==> src/rtl/alu_word_sequencer_if.sv <==
// alu_word_sequencer_if: requester handshake and 8-bit ALU signals of alu_word_sequencer.
// ovf exists only when ALU_SEQ_OVF_EN is defined.
interface alu_word_sequencer_if #(parameter int NBYTES = 4);
    localparam int W = 8 * NBYTES;
    logic start;
    logic [1:0] op;
    logic [W-1:0] opa;
    logic [W-1:0] opb;
    logic cin;
    logic busy;
    logic done;
    logic [W-1:0] result;
    logic cout;
    logic [7:0] alu_a;
    logic [7:0] alu_b;
    logic [1:0] alu_op_code;
    logic alu_c_in;
    logic [7:0] alu_y;
    logic alu_c_out;
`ifdef ALU_SEQ_OVF_EN
    logic ovf;
`endif
    modport slave (
        input start, op, opa, opb, cin, alu_y, alu_c_out,
        output busy, done, result, cout, alu_a, alu_b, alu_op_code, alu_c_in
`ifdef ALU_SEQ_OVF_EN
        , output ovf
`endif
    );
    modport master (
        output start, op, opa, opb, cin, alu_y, alu_c_out,
        input busy, done, result, cout, alu_a, alu_b, alu_op_code, alu_c_in
`ifdef ALU_SEQ_OVF_EN
        , input ovf
`endif
    );
endinterface

==> src/rtl/alu_word_sequencer.sv <==
// alu_word_sequencer: runs a W-bit add/sub/OR/AND through one 8-bit ALU, LSB byte first, carry chained.
// Define ALU_SEQ_OVF_EN to add the registered signed-overflow output ovf.
module alu_word_sequencer #(
    parameter int NBYTES = 4
) (
    input logic clk,
    input logic rst_n,
    alu_word_sequencer_if.slave bus
);
    localparam int W = 8 * NBYTES;
    localparam int IW = $clog2(NBYTES);

    typedef enum logic [1:0] {IDLE, RUN, DONE} state_t;

    state_t state;
    state_t state_n;
    logic [IW-1:0] idx;
    logic [W-1:0] opa_q;
    logic [W-1:0] opb_q;
    logic [W-1:0] result_q;
    logic [1:0] op_q;
    logic carry_q;
    logic cout_q;
    logic accept;
    logic last;
    logic arith;
`ifdef ALU_SEQ_OVF_EN
    logic ovf_q;
`endif

    always_ff @(posedge clk or negedge rst_n) begin
        if (!rst_n) state <= IDLE;
        else state <= state_n;
    end

    always_comb begin
        accept = (state != RUN) && bus.start;
        last = idx == IW'(NBYTES - 1);
        arith = !op_q[1];
        state_n = accept ? RUN : (state == RUN) ? (last ? DONE : RUN) : IDLE;
        bus.busy = state == RUN;
        bus.done = state == DONE;
        bus.alu_a = bus.busy ? opa_q[8*idx +: 8] : 8'd0;
        bus.alu_b = bus.busy ? opb_q[8*idx +: 8] : 8'd0;
        bus.alu_op_code = bus.busy ? op_q : 2'd0;
        bus.alu_c_in = bus.busy && carry_q;
        bus.result = result_q;
        bus.cout = cout_q;
`ifdef ALU_SEQ_OVF_EN
        bus.ovf = ovf_q;
`endif
    end

    always_ff @(posedge clk or negedge rst_n) begin
        if (!rst_n) begin
            idx <= '0;
            opa_q <= '0;
            opb_q <= '0;
            op_q <= '0;
            carry_q <= 1'b0;
            result_q <= '0;
            cout_q <= 1'b0;
`ifdef ALU_SEQ_OVF_EN
            ovf_q <= 1'b0;
`endif
        end else if (accept) begin
            opa_q <= bus.opa;
            opb_q <= bus.opb;
            op_q <= bus.op;
            carry_q <= bus.cin && !bus.op[1];
            idx <= '0;
            result_q <= '0;
        end else if (state == RUN) begin
            result_q[8*idx +: 8] <= bus.alu_y;
            if (arith) carry_q <= bus.alu_c_out;
            if (last) begin
                cout_q <= arith && bus.alu_c_out;
`ifdef ALU_SEQ_OVF_EN
                // subtract compares against the inverted B sign, matching what the ALU adds
                ovf_q <= arith && (opa_q[W-1] == (opb_q[W-1] ^ op_q[0])) && (bus.alu_y[7] != opa_q[W-1]);
`endif
            end else begin
                idx <= idx + 1'b1;
            end
        end
    end
endmodule

==> src/flat_wrapper.sv <==
// flat-port wrapper written by rule: the top's interface ports become plain ports
module alu_word_sequencer_flat 
#(
    parameter int NBYTES = 4
)
  (clk, rst_n, bus_start, bus_op, bus_opa, bus_opb, bus_cin, bus_alu_y, bus_alu_c_out, bus_busy, bus_done, bus_result, bus_cout, bus_alu_a, bus_alu_b, bus_alu_op_code, bus_alu_c_in);
  alu_word_sequencer_if #(.NBYTES(NBYTES)) bus_i ();
  input logic clk;
  input logic rst_n;
  input wire logic [$bits(bus_i.start)-1:0] bus_start;
  input wire logic [$bits(bus_i.op)-1:0] bus_op;
  input wire logic [$bits(bus_i.opa)-1:0] bus_opa;
  input wire logic [$bits(bus_i.opb)-1:0] bus_opb;
  input wire logic [$bits(bus_i.cin)-1:0] bus_cin;
  input wire logic [$bits(bus_i.alu_y)-1:0] bus_alu_y;
  input wire logic [$bits(bus_i.alu_c_out)-1:0] bus_alu_c_out;
  output wire logic [$bits(bus_i.busy)-1:0] bus_busy;
  output wire logic [$bits(bus_i.done)-1:0] bus_done;
  output wire logic [$bits(bus_i.result)-1:0] bus_result;
  output wire logic [$bits(bus_i.cout)-1:0] bus_cout;
  output wire logic [$bits(bus_i.alu_a)-1:0] bus_alu_a;
  output wire logic [$bits(bus_i.alu_b)-1:0] bus_alu_b;
  output wire logic [$bits(bus_i.alu_op_code)-1:0] bus_alu_op_code;
  output wire logic [$bits(bus_i.alu_c_in)-1:0] bus_alu_c_in;
  assign bus_i.start = bus_start;
  assign bus_i.op = bus_op;
  assign bus_i.opa = bus_opa;
  assign bus_i.opb = bus_opb;
  assign bus_i.cin = bus_cin;
  assign bus_i.alu_y = bus_alu_y;
  assign bus_i.alu_c_out = bus_alu_c_out;
  assign bus_busy = bus_i.busy;
  assign bus_done = bus_i.done;
  assign bus_result = bus_i.result;
  assign bus_cout = bus_i.cout;
  assign bus_alu_a = bus_i.alu_a;
  assign bus_alu_b = bus_i.alu_b;
  assign bus_alu_op_code = bus_i.alu_op_code;
  assign bus_alu_c_in = bus_i.alu_c_in;
  alu_word_sequencer #(.NBYTES(NBYTES)) u_core (.clk(clk), .rst_n(rst_n), .bus(bus_i));
endmodule
==> config.mk <==
export PLATFORM = sky130hd
export DESIGN_NAME = alu_word_sequencer_flat
export DESIGN_NICKNAME = d
export VERILOG_FILES = /design/src/rtl/alu_word_sequencer_if.sv /design/src/rtl/alu_word_sequencer.sv /design/src/flat_wrapper.sv
export SDC_FILE = /design/constraint.sdc
export NUM_CORES = 1
export LEC_CHECK = 0
export ABC_AREA = 1
export BUFFER_PORTS_ARGS = -buffer_cell sky130_fd_sc_hd__buf_4
export CORE_MARGIN = 2
export CORE_UTILIZATION = 35
export CTS_BUF_LIST = sky130_fd_sc_hd__clkbuf_8
export CTS_CLUSTER_SIZE = 10
export DETAILED_ROUTE_END_ITERATION = 16
export HOLD_SLACK_MARGIN = 0.03
export PLACE_DENSITY = 0.58
export SYNTH_ARGS = -nofsm -noshare
export SYNTH_HDL_FRONTEND = slang
export SYNTH_SLANG_ARGS = --single-unit
==> constraint.sdc <==
create_clock -name clk -period 2.15 [get_ports clk]
set_input_delay 0.1075 -clock clk [delete_from_list [all_inputs] [get_ports clk]]
set_output_delay 0.1075 -clock clk [all_outputs]
set_load 0.005 [all_outputs]
Yosys cells after proc, flatten, opt, wreduce, memory -nomap -nowiden
Cells that the tools add are included.
{"block": "totals", "regBits": 104, "in_bits": 79, "output_inout_bits": 54, "wordCells": 46}
{"block": "classes", "addsub": 2, "eq_ne": 6, "shift": 4, "muxes": 15, "n_bitwise": 1, "reduce_logical": 10}
{"operator": "$mux 32", "count": 2}
{"operator": "$shiftx 32x6->8", "count": 2}
{"operator": "$neg 5->34", "count": 1}
{"operator": "$shift 8x34->32 const A", "count": 1}
{"operator": "$shiftx 8x34->32", "count": 1}
{"operator": "$bwmux 32", "count": 1}
{"operator": "$mux 8", "count": 2}
{"operator": "$mux 2", "count": 7}
{"operator": "$eq 2x2->1 const B", "count": 2}
{"operator": "$logic_and 1x1->1", "count": 4}
{"operator": "$ne 2x1->1 const B", "count": 2}
{"operator": "$reduce_and 2->1", "count": 2}
{"operator": "$mux 1", "count": 3}
{"operator": "$reduce_and 3->1", "count": 1}
{"operator": "$add 2x1->2 const B", "count": 1}
{"operator": "$eq 2x1->1 const B", "count": 1}
{"operator": "$logic_not 1->1", "count": 2}
{"operator": "$ne 2x2->1 const B", "count": 1}
{"operator": "$reduce_bool 2->1", "count": 1}
{"operator": "$not 1->1", "count": 1}

Longest topological paths before layout
Gate-level depths: netlist of the first run.
{"block": "depth", "depth_word": 5, "depth_mapped": 9, "depth_no_buf": 7}

Least setup slack after synthesis of the first run
Ideal clock, no wire load.
{"block": "synth_path", "kind": "reg-to-reg", "start": "reg u_core.idx[1]", "end": "reg u_core.result_q[24] (netlist: u_core.bus.result[24])", "setup_time_ps": 126, "arrival_time_ps": 1646, "required_ps": 2024, "slack_ps": 378, "stages_incl_launch_ff": 8, "path_buffers": 2, "synth_period_minus_slack_ps": 1772, "cell_sequence": "dfrtp_1 -> clkinv_1 -> clkbuf_1 -> ha_1 -> clkbuf_1 -> inv_1 -> nand2_1 -> o21ai_0"}
{"block": "synth_between", "elab_chain_cells": 5}
{"item": "start, declared", "line": "alu_word_sequencer.sv:17", "text": "logic [IW-1:0] idx;"}
{"item": "start signal, assigned", "line": "alu_word_sequencer.sv:83", "text": "idx <= idx + 1'b1;"}
{"item": "$neg 5->34 (*)", "line": "alu_word_sequencer.sv:74", "text": "result_q[8*idx +: 8] <= bus.alu_y;"}
{"item": "$shiftx 8x34->32 or $shift 8x34->32 (tied branches)", "line": "alu_word_sequencer.sv:74"}
{"item": "$bwmux 32 (*)", "line": "alu_word_sequencer.sv:74"}
{"item": "$mux 32 (*)", "line": "alu_word_sequencer.sv:73", "text": "end else if (state == RUN) begin"}
{"item": "$mux 32 (*)", "line": "alu_word_sequencer.sv:66", "text": "end else if (accept) begin"}
{"item": "end signal, assigned by index", "line": "alu_word_sequencer.sv:74"}
{"item": "end, declared", "line": "alu_word_sequencer.sv:20", "text": "logic [W-1:0] result_q;"}
Mark *: on every way between the ends. The rest lies on a longest branch, timed or not. The select of a mux whose other input is x is not followed.
A chain may end at the register's enable or synchronous reset.

Worst setup path in the final report of the first run
{"block": "layout_path", "start": "reg u_core.idx[1]", "end": "out bus_alu_b[3]"}
{"block": "layout_between", "elab_chain_cells": 2}
{"item": "$shiftx 32x6->8", "line": "alu_word_sequencer.sv:44", "text": "bus.alu_b = bus.busy ? opb_q[8*idx +: 8] : 8'd0;"}
{"item": "$mux 8", "line": "alu_word_sequencer.sv:44"}
{"item": "end, declared", "line": "flat_wrapper.sv:22", "text": "output wire logic [$bits(bus_i.alu_b)-1:0] bus_alu_b;"}
Every way passes these cells.

==> results.toml, run 1 <==
[cts]
h-tree-depth = 3
cts.sinks = 104
cts_buffers = 9
clockRootBuffer = "clkbuf_8"
clk_pin_slew_worst_paths_ns = 0.10
clk_path_buf_depth = 2
cts.repair.resized = 0
cts_tree = "built"
post_cts_buffers = 0
worstSkewPairLatency_ns = 0.37

[logic_synthesis]
synth_top_area_cell = "dfrtp_1"
yosysMostFrequentCell = "nand2_1"
ys.flop_type = "dfrtp_1"
synth-seq-area-share_pct = 52.8
yosys_warnings = 0
avgSynthCellArea_um2 = 7.86
synthArstFlopShare_pct = 100
synth.distinct_cells = 16
ys_top_cells_by_area = "dfrtp_1 (53%), nand2_1 (11%), nand3_1 (8.1%), nor2_1 (7.2%), a21oi_1 (6.6%)"
syn_inst = 627
synth_edf_count = 0
synth-seq-cells = 104
synthTopCellsByCount = "nand2_1 (143), dfrtp_1 (104), nor2_1 (94)"
synth_top_area_share_pct = 52.8
syn_nets = 711
synth_area_um2 = 4930

[pwr]
leakage_uw = 0.00372
irDropWorstVdd_v = 0.000494
power_density_nw_per_um2 = 1250

[run]
maxCapViolations = 0

[grt]
antenna_found_initial = 0
grt_max_degree = 62
first_global_vias = 4761
grt_first_pass_wirelength_um = 22900
gr-total-overflow = 0
grt_use_total_pct = 19.9

[setup_path]
cp_max_fo = 27
cp-end-kind = "output port"
required_ns = 2.04
cp-start-kind = "register"
crit_type = "register to output port"
arrival_ns = 1.81

[detailed_routing]
drc = 0
drt-total-wl_um = 14300
routed_via_density = 4.65
drtPass1Iterations = 6
drt_first_iter_violations = 280
vias = 4681
avgRoutedWirePerCell_um = 14.2
ant_nets = 0

[timing]
fmax_mhz = 522
layout_min_cycle_time_ns = 1.92
timing.hold.ws_ns = 0.0499
fin_ws_ns = 0.233
rsz0062_at_grt = "false"
tns_ns = 0
final-setup-viol-count = 0
relSlewSlack_pct = 66.0
drv_slew = 0
skew_ns = 0.0104
finalHoldViolations = 0
period_share_pct = 89.2
worst_pin_slew_ns = 0.511

[cells_and_area]
n_antenna_cell = 0
final_util_pct = 50.8
drive_gt1_share_pct = 20.1
nNetsFinal = 906
area_growth_pct = 42.6
final_cells = 1007

[placed_design]
dp.cells = 916
dp_hpwl_um = 9840
pre_cts_slack_ns = 0.507
port_buffers = 132
place.gp.congestion = 0.851

[outcome]
status = "finished clean"

[die]
fp-row-count = 43
die_x_um = 123
core_area_um2 = 13800
pin_count = 133
start_util_pct = 35.7
die_h_um = 123
die_area_um2 = 15100

[worst_hold_path]
hp-class = "input pin to register"
## layout by cell type (no fill, tap or decap), drive strengths merged
master	instances
bufinv	1
clkinv	3
buf	145
ha	5
clkbuf	12
nand2	145
dlygate4sd3	75
dfrtp	104
a21oi	65
o21ai	22
nand3	80
inv	73
nor2	97
## layer usage
| metal | vias up | wire [um] | track usage, % |
|---|---|---|---|
| met3 | 6 | 783 | 5.34 |
| li1 | 2341 | - | - |
| met5 | - | 0 | 0 |
| met4 | 0 | 113 | 4.31 |
| met1 | 2196 | 6180 | 24.9 |
| met2 | 138 | 7260 | 34.3 |
## sequential cells by signal (all words and copies together) (netlist names)
register / flops
u_core.bus.cout: 1
u_core.bus.result: 32
u_core.carry_q: 1
u_core.idx: 2
u_core.op_q: 2
u_core.opa_q: 32
u_core.opb_q: 32
u_core.state: 2
## stage by stage
| stage | instance area, um2 | power [uW] |
|---|---|---|
| floorplan | 4930 | 5740 |
| global placement | 6070 | 7350 |
| detailed placement | 6070 | 7450 |
| CTS | 7030 | 8880 |
| global route | 7030 | 9580 |
| finish | 7030 | 8790 |
## final timing paths
kind / slack [ns] / depth (start not counted) / to / startpoint
setup / recovery: 0.23 / 5 / bus_alu_b[3] / u_core.idx[1]
hold / removal: 0.05 / 3 / u_core.bus.cout / bus_alu_c_out
setup reg to reg: 0.49 / 6 / u_core.bus.result[30] / u_core.idx[0]
hold reg to reg: 0.48 / 2 / u_core.opb_q[18] / u_core.opb_q[18]
max in group asynchronous: 1.14 / 3 / u_core.opa_q[25] / rst_n
min in group asynchronous: 0.26 / 2 / u_core.opb_q[2] / rst_n
## power breakdown
part           internal, uW  switching (uW)
sequential             2760             344
clock                   627             670
combinational          1780            2600
## final cells by class
| type | instances | area, um2 |
|---|---|---|
| inverter | 73 | 274 |
| fill | 1314 | 6800 |
| clock inverter | 4 | 43.8 |
| timing repair buffer | 220 | 1880 |
| sequential | 104 | 2600 |
| tap | 180 | 225 |
| multi-input combinational | 414 | 1840 |
| clock buffer | 12 | 165 |
## critical path, cell delays in order, from the launching register on
cell	delay (ns)
dfrtp_1	0.41
clkinv_1	0.11
buf_4	0.31
nand3_1	0.19
a21oi_1	0.25
buf_4	0.15
## logic make-up after synthesis
group	synth area share, %
flip-flops	52.8
adder cells (fa/ha/maj)	1.27
buffers and inverters	10.0
AND/OR/NAND/NOR	27.1
AO/OA/AOI/OAI	8.83
## what timing repair did
| action | 4_1_cts | 5_1_grt |
|---|---|---|
| hold buffers | 75 | 0 |
| endpoints found under the setup margin | 0 | 0 |
| hold endpoints to repair | 110 | 0 |
No activity file was read; power rests on OpenSTA's default activity.
==> run 2, diff against run 1 <==
- clock period: 2.15 -> 1.9 ns (I/O delays scaled with it)
==> run 2 against run 1 <==
Against the previous run: clock skew fell by 0.0024 ns; critical path type unchanged; die area did not move; largest cell class unchanged; critical path depth rose by 1.
==> results.toml, run 2 (synthesis results as in run 1) <==
[timing]
fin_ws_ns = 0.106
relSlewSlack_pct = 63.5
finalHoldViolations = 0
final-setup-viol-count = 0
skew_ns = 0.00798
fmax_mhz = 558
period_share_pct = 94.4
tns_ns = 0
worst_pin_slew_ns = 0.547
layout_min_cycle_time_ns = 1.79
drv_slew = 0

[die]
die_h_um = 123
core_area_um2 = 13800
pin_count = 133
die_area_um2 = 15100
fp-row-count = 43
start_util_pct = 35.7
die_x_um = 123

[grt]
grt_first_pass_wirelength_um = 23500
grt_use_total_pct = 20.3
gr-total-overflow = 0
first_global_vias = 4803
antenna_found_initial = 0
grt_max_degree = 63

[cts]
worstSkewPairLatency_ns = 0.38
clockRootBuffer = "clkbuf_8"
clk_path_buf_depth = 2
h-tree-depth = 3
cts.sinks = 104
cts_tree = "built"
clk_pin_slew_worst_paths_ns = 0.10
cts_buffers = 9

[setup_path]
crit_type = "register to output port"
path_buf_inv = 3
cp_cell_sequence = "clkinvlp_4 -> buf_6 -> nand2_1 -> nand3_1 -> a21oi_1 -> buf_4"
required_ns = 1.80
cp-start-kind = "register"
critPathTopFamily = "buffers and inverters"
cp_slowest_stage_delay_ns = 0.43
cp_max_fo = 18
cp-end-kind = "output port"
cp_slowest_cell = "dfrtp_2"
arrival_ns = 1.70

[cells_and_area]
nNetsFinal = 909
most-common-layout-cells = "nand2_1 (143), buf_4 (140), dfrtp_1 (103), nor2_1 (94), nand3_1 (80)"
final_common_cell = "nand2_1"
fillers = 1306
n_antenna_cell = 0
drive_gt1_share_pct = 20.7
area_growth_pct = 43.8

[pwr]
power_density_nw_per_um2 = 1420
leakage_uw = 0.00373
irDropWorstVdd_v = 0.000586

[worst_hold_path]
hp-class = "input pin to register"

[placed_design]
dp_hpwl_um = 10000
port_buffers = 132
place.gp.congestion = 0.837
pre_cts_slack_ns = 0.343

[detailed_routing]
drt_first_iter_violations = 245
routed_via_density = 4.73
drt-total-wl_um = 15000
drtPass1Iterations = 4
avgRoutedWirePerCell_um = 14.8
drc = 0
vias = 4776
ant_nets = 0

[outcome]
status = "finished clean"

[run]
maxCapViolations = 0
==> run 2: area by class of cell <==
cell class,count,area (um2),area share [%]
clock buffers,9,124,1.75
clock inverters,7,72.6,1.02
inverters,73,278,3.92
multi-input cells,414,1840,26.0
flip-flops and latches,104,2600,36.7
well taps,180,225,3.18
repair buffers,223,1940,27.4
==> run 2: power by group <==
| group | leakage (uW) | switching (uW) | internal, uW | total [uW] |
|---|---|---|---|---|
| registers | 0.00126 | 405 | 3130 | 3530 |
| clock network | 0.0000952 | 799 | 609 | 1410 |
| logic | 0.00238 | 3000 | 2120 | 5130 |
| total | 0.00373 | 4210 | 5860 | 10100 |
==> run 2: routing by layer <==
metal  part of all wire [%]  GRT usage (%)  vias up
li1                       -              -     2356
met1                     43           24.7     2253
met2                     50           35.2      146
met3                    4.9           3.81       21
met4                    2.2           8.48        0
met5                      0              0        -
==> run 2: path summary, 6_finish.rpt <==
check                      cells after the start        startpoint                     to  slack (ns)
min reg2reg                                    2  u_core.opa_q[19]       u_core.opa_q[19]        0.48
max in group asynchronous                      3             rst_n       u_core.opa_q[12]        0.92
max                                            6     u_core.idx[0]           bus_alu_a[7]        0.11
max reg2reg                                    7     u_core.idx[0]  u_core.bus.result[10]        0.17
min                                            5           bus_cin         u_core.carry_q        0.06
min in group asynchronous                      2             rst_n        u_core.opa_q[8]        0.24
==> run 2: what timing repair did <==
| item | in CTS | in global routing |
|---|---|---|
| endpoints found under the setup margin | 3 | 16 |
| setup buffers | 0 | 4 |
| hold buffers | 76 | 0 |
| endpoints found under the hold margin | 111 | 0 |
| gates cloned | 0 | 1 |
| gates resized for setup | 1 | 5 |
==> run 2: metrics by stage <==
| step | hold WS, ns | utilization (%) | total power (uW) | cells | cell area, um2 |
|---|---|---|---|---|---|
| 3_5_place_dp | 0.123 | 43.8 | 8410 | 913 | 6060 |
| 4_1_cts | 0.0533 | 50.8 | 9980 | 1005 | 7020 |
| 6_report | 0.0644 | 51.3 | 10100 | 1010 | 7090 |
| 5_1_grt | 0.0790 | 51.3 | 10900 | 1010 | 7090 |
| 3_3_place_gp | 0.112 | 43.8 | 8300 | 913 | 6060 |
| 2_1_floorplan | -0.201 | - | 6490 | 627 | 4930 |
==> run 2: tightest hold or removal path, cell delays in order <==
cell and delay [ns]:
buf_4 0.07, nand2_1 0.04, nand3_1 0.07, nand3_1 0.08, nand2_1 0.06
==> run 3, diff against run 2 <==
- clock period: 1.9 -> 2.3 ns (I/O delays scaled with it)
==> run 3 against run 2 <==
Against the previous run: clock skew up 0.0029 ns; setup slack better by 0.18 ns; cell count down 0.89%; sequential share of layout area grew 0.74 points; non-clock buffer count fell by 7; total power is 21% lower; critical path depth unchanged; via count down 3.0%; wire length fell by 5.7%; sequential cell count is the same; die area is the same; critical path type unchanged; critical endpoint is now bus_alu_a[6].
==> results.toml, run 3 (synthesis results as in run 1) <==
[outcome]
status = "finished clean"

[setup_path]
required_ns = 2.18
cp-start-kind = "register"
arrival_ns = 1.90
cp-end-kind = "output port"
crit_type = "register to output port"
cp_max_fo = 61

[cts]
cts.sinks = 104
clk_pin_slew_worst_paths_ns = 0.09
h-tree-depth = 3
worstSkewPairLatency_ns = 0.38
clockRootBuffer = "clkbuf_8"
cts_buffers = 9
cts.repair.resized = 0
clk_path_buf_depth = 2
cts_tree = "built"

[grt]
grt_first_pass_wirelength_um = 22500
gr-total-overflow = 0
grt_use_total_pct = 19.4
antenna_found_initial = 0
first_global_vias = 4694
grt_max_degree = 79

[timing]
rsz0062_at_grt = "false"
fmax_mhz = 496
period_share_pct = 87.7
timing.hold.ws_ns = 0.0763
worst_pin_slew_ns = 0.657
relSlewSlack_pct = 56.2
layout_min_cycle_time_ns = 2.02
skew_ns = 0.0109
final-setup-viol-count = 0
drv_slew = 0
fin_ws_ns = 0.282
finalHoldViolations = 0
tns_ns = 0

[detailed_routing]
met1Wirelength_um = 6230
routed_via_density = 4.63
ant_nets = 0
drc = 0
dr_wl_met2_um = 6880
avgRoutedWirePerCell_um = 14.1
drtPass1Iterations = 4
drt-total-wl_um = 14100
met3WireLength_um = 769
drt_first_iter_violations = 228
vias = 4634
top_layer_used = "met4"

[placed_design]
placed_area_um2 = 6030
place.gp.congestion = 0.859
port_buffers = 132
pre_cts_slack_ns = 0.495
dp.cells = 912
dp_hpwl_um = 9630

[die]
die_area_um2 = 15100
fp-row-count = 43
die_x_um = 123
start_util_pct = 35.7
core_area_um2 = 13800
die_h_um = 123
pin_count = 133

[cells_and_area]
area_growth_pct = 41.0
final_common_cell = "nand2_1"
drive_gt1_share_pct = 19.4
n_antenna_cell = 0
nNetsFinal = 902
most-common-layout-cells = "nand2_1 (143), buf_4 (139), dfrtp_1 (103), nor2_1 (94), nand3_1 (80)"
final_cells = 1001
finalInstanceArea_um2 = 6950

[pwr]
clock_power_share_pct = 13.4
p_sw_uw = 3320
leakage_uw = 0.00368
power_density_nw_per_um2 = 1150
internal-power_uw = 4640
p_sw_share_pct = 41.7
irDropWorstVdd_v = 0.000478
p_seq_share_pct = 36.5
comb_power_share_pct = 50.0

[worst_hold_path]
hp-class = "input pin to register"

[run]
maxCapViolations = 0
[run 3: cell count changes in the layout (fill, tap and decap cells not counted), sizes merged]
cell,before,now
clkinvlp,3,0
clkinv,4,1
dlygate4sd3,76,75
clkbuf,10,12
buf,146,141
bufinv,1,0
inv,72,74
[run 3: final timing paths]
path | to | slack [ns] | depth (start not counted) | startpoint
worst max register to register | u_core.bus.result[12] | 0.48 | 6 | u_core.idx[0]
worst max-delay path | bus_alu_a[6] | 0.28 | 6 | u_core.idx[0]
worst min register to register | u_core.opa_q[19] | 0.48 | 2 | u_core.opa_q[19]
min in group asynchronous | u_core.opb_q[31] | 0.31 | 2 | rst_n
worst min-delay path | u_core.bus.result[5] | 0.08 | 3 | bus_alu_y[5]
max in group asynchronous | u_core.opb_q[18] | 1.23 | 3 | rst_n
[run 3: layer usage]
layer,track usage (%),vias to the layer above
li1,-,2334
met1,24.4,2156
met2,32.6,128
met3,4.69,16
met4,6.39,0
met5,0,-
[run 3: final cells by class]
type / instances / area (um2)
fillers: 1308 / 6880
flip-flops and latches: 104 / 2600
multi-input cells: 414 / 1840
repair buffers: 216 / 1830
inverters: 73 / 274
well taps: 180 / 225
clock buffers: 12 / 165
clock inverters: 2 / 7.51
[run 3: repair_timing]
action	in CTS	in global routing
endpoints found under the hold margin	120	0
setup buffers	0	0
hold buffers	75	0
[run 3: metrics by stage]
stage,total power (uW),utilization [%]
global route,8670,50.3
finish,7960,50.3
floorplan,5360,-
detailed placement,6870,43.6
global placement,6790,43.6
CTS,8060,50.3
[run 3: worst max-delay path: stages, from the launching register on]
cell and delay, ns:
dfrtp_2 0.36, buf_4 0.51, nor2_1 0.11, nor2_1 0.12, nand2_1 0.06, a21oi_1 0.20, buf_4 0.15
[run 3: power groups by stage]
stage | registers, uW | logic [uW] | clock network [uW]
after CTS | 2910 | 4040 | 1110
after global placement | 2930 | 3860 | 0
after detailed placement | 2940 | 3920 | 0
final | 2910 | 3980 | 1070
after global routing | 2980 | 4520 | 1170
after floorplan | 2870 | 2490 | 0
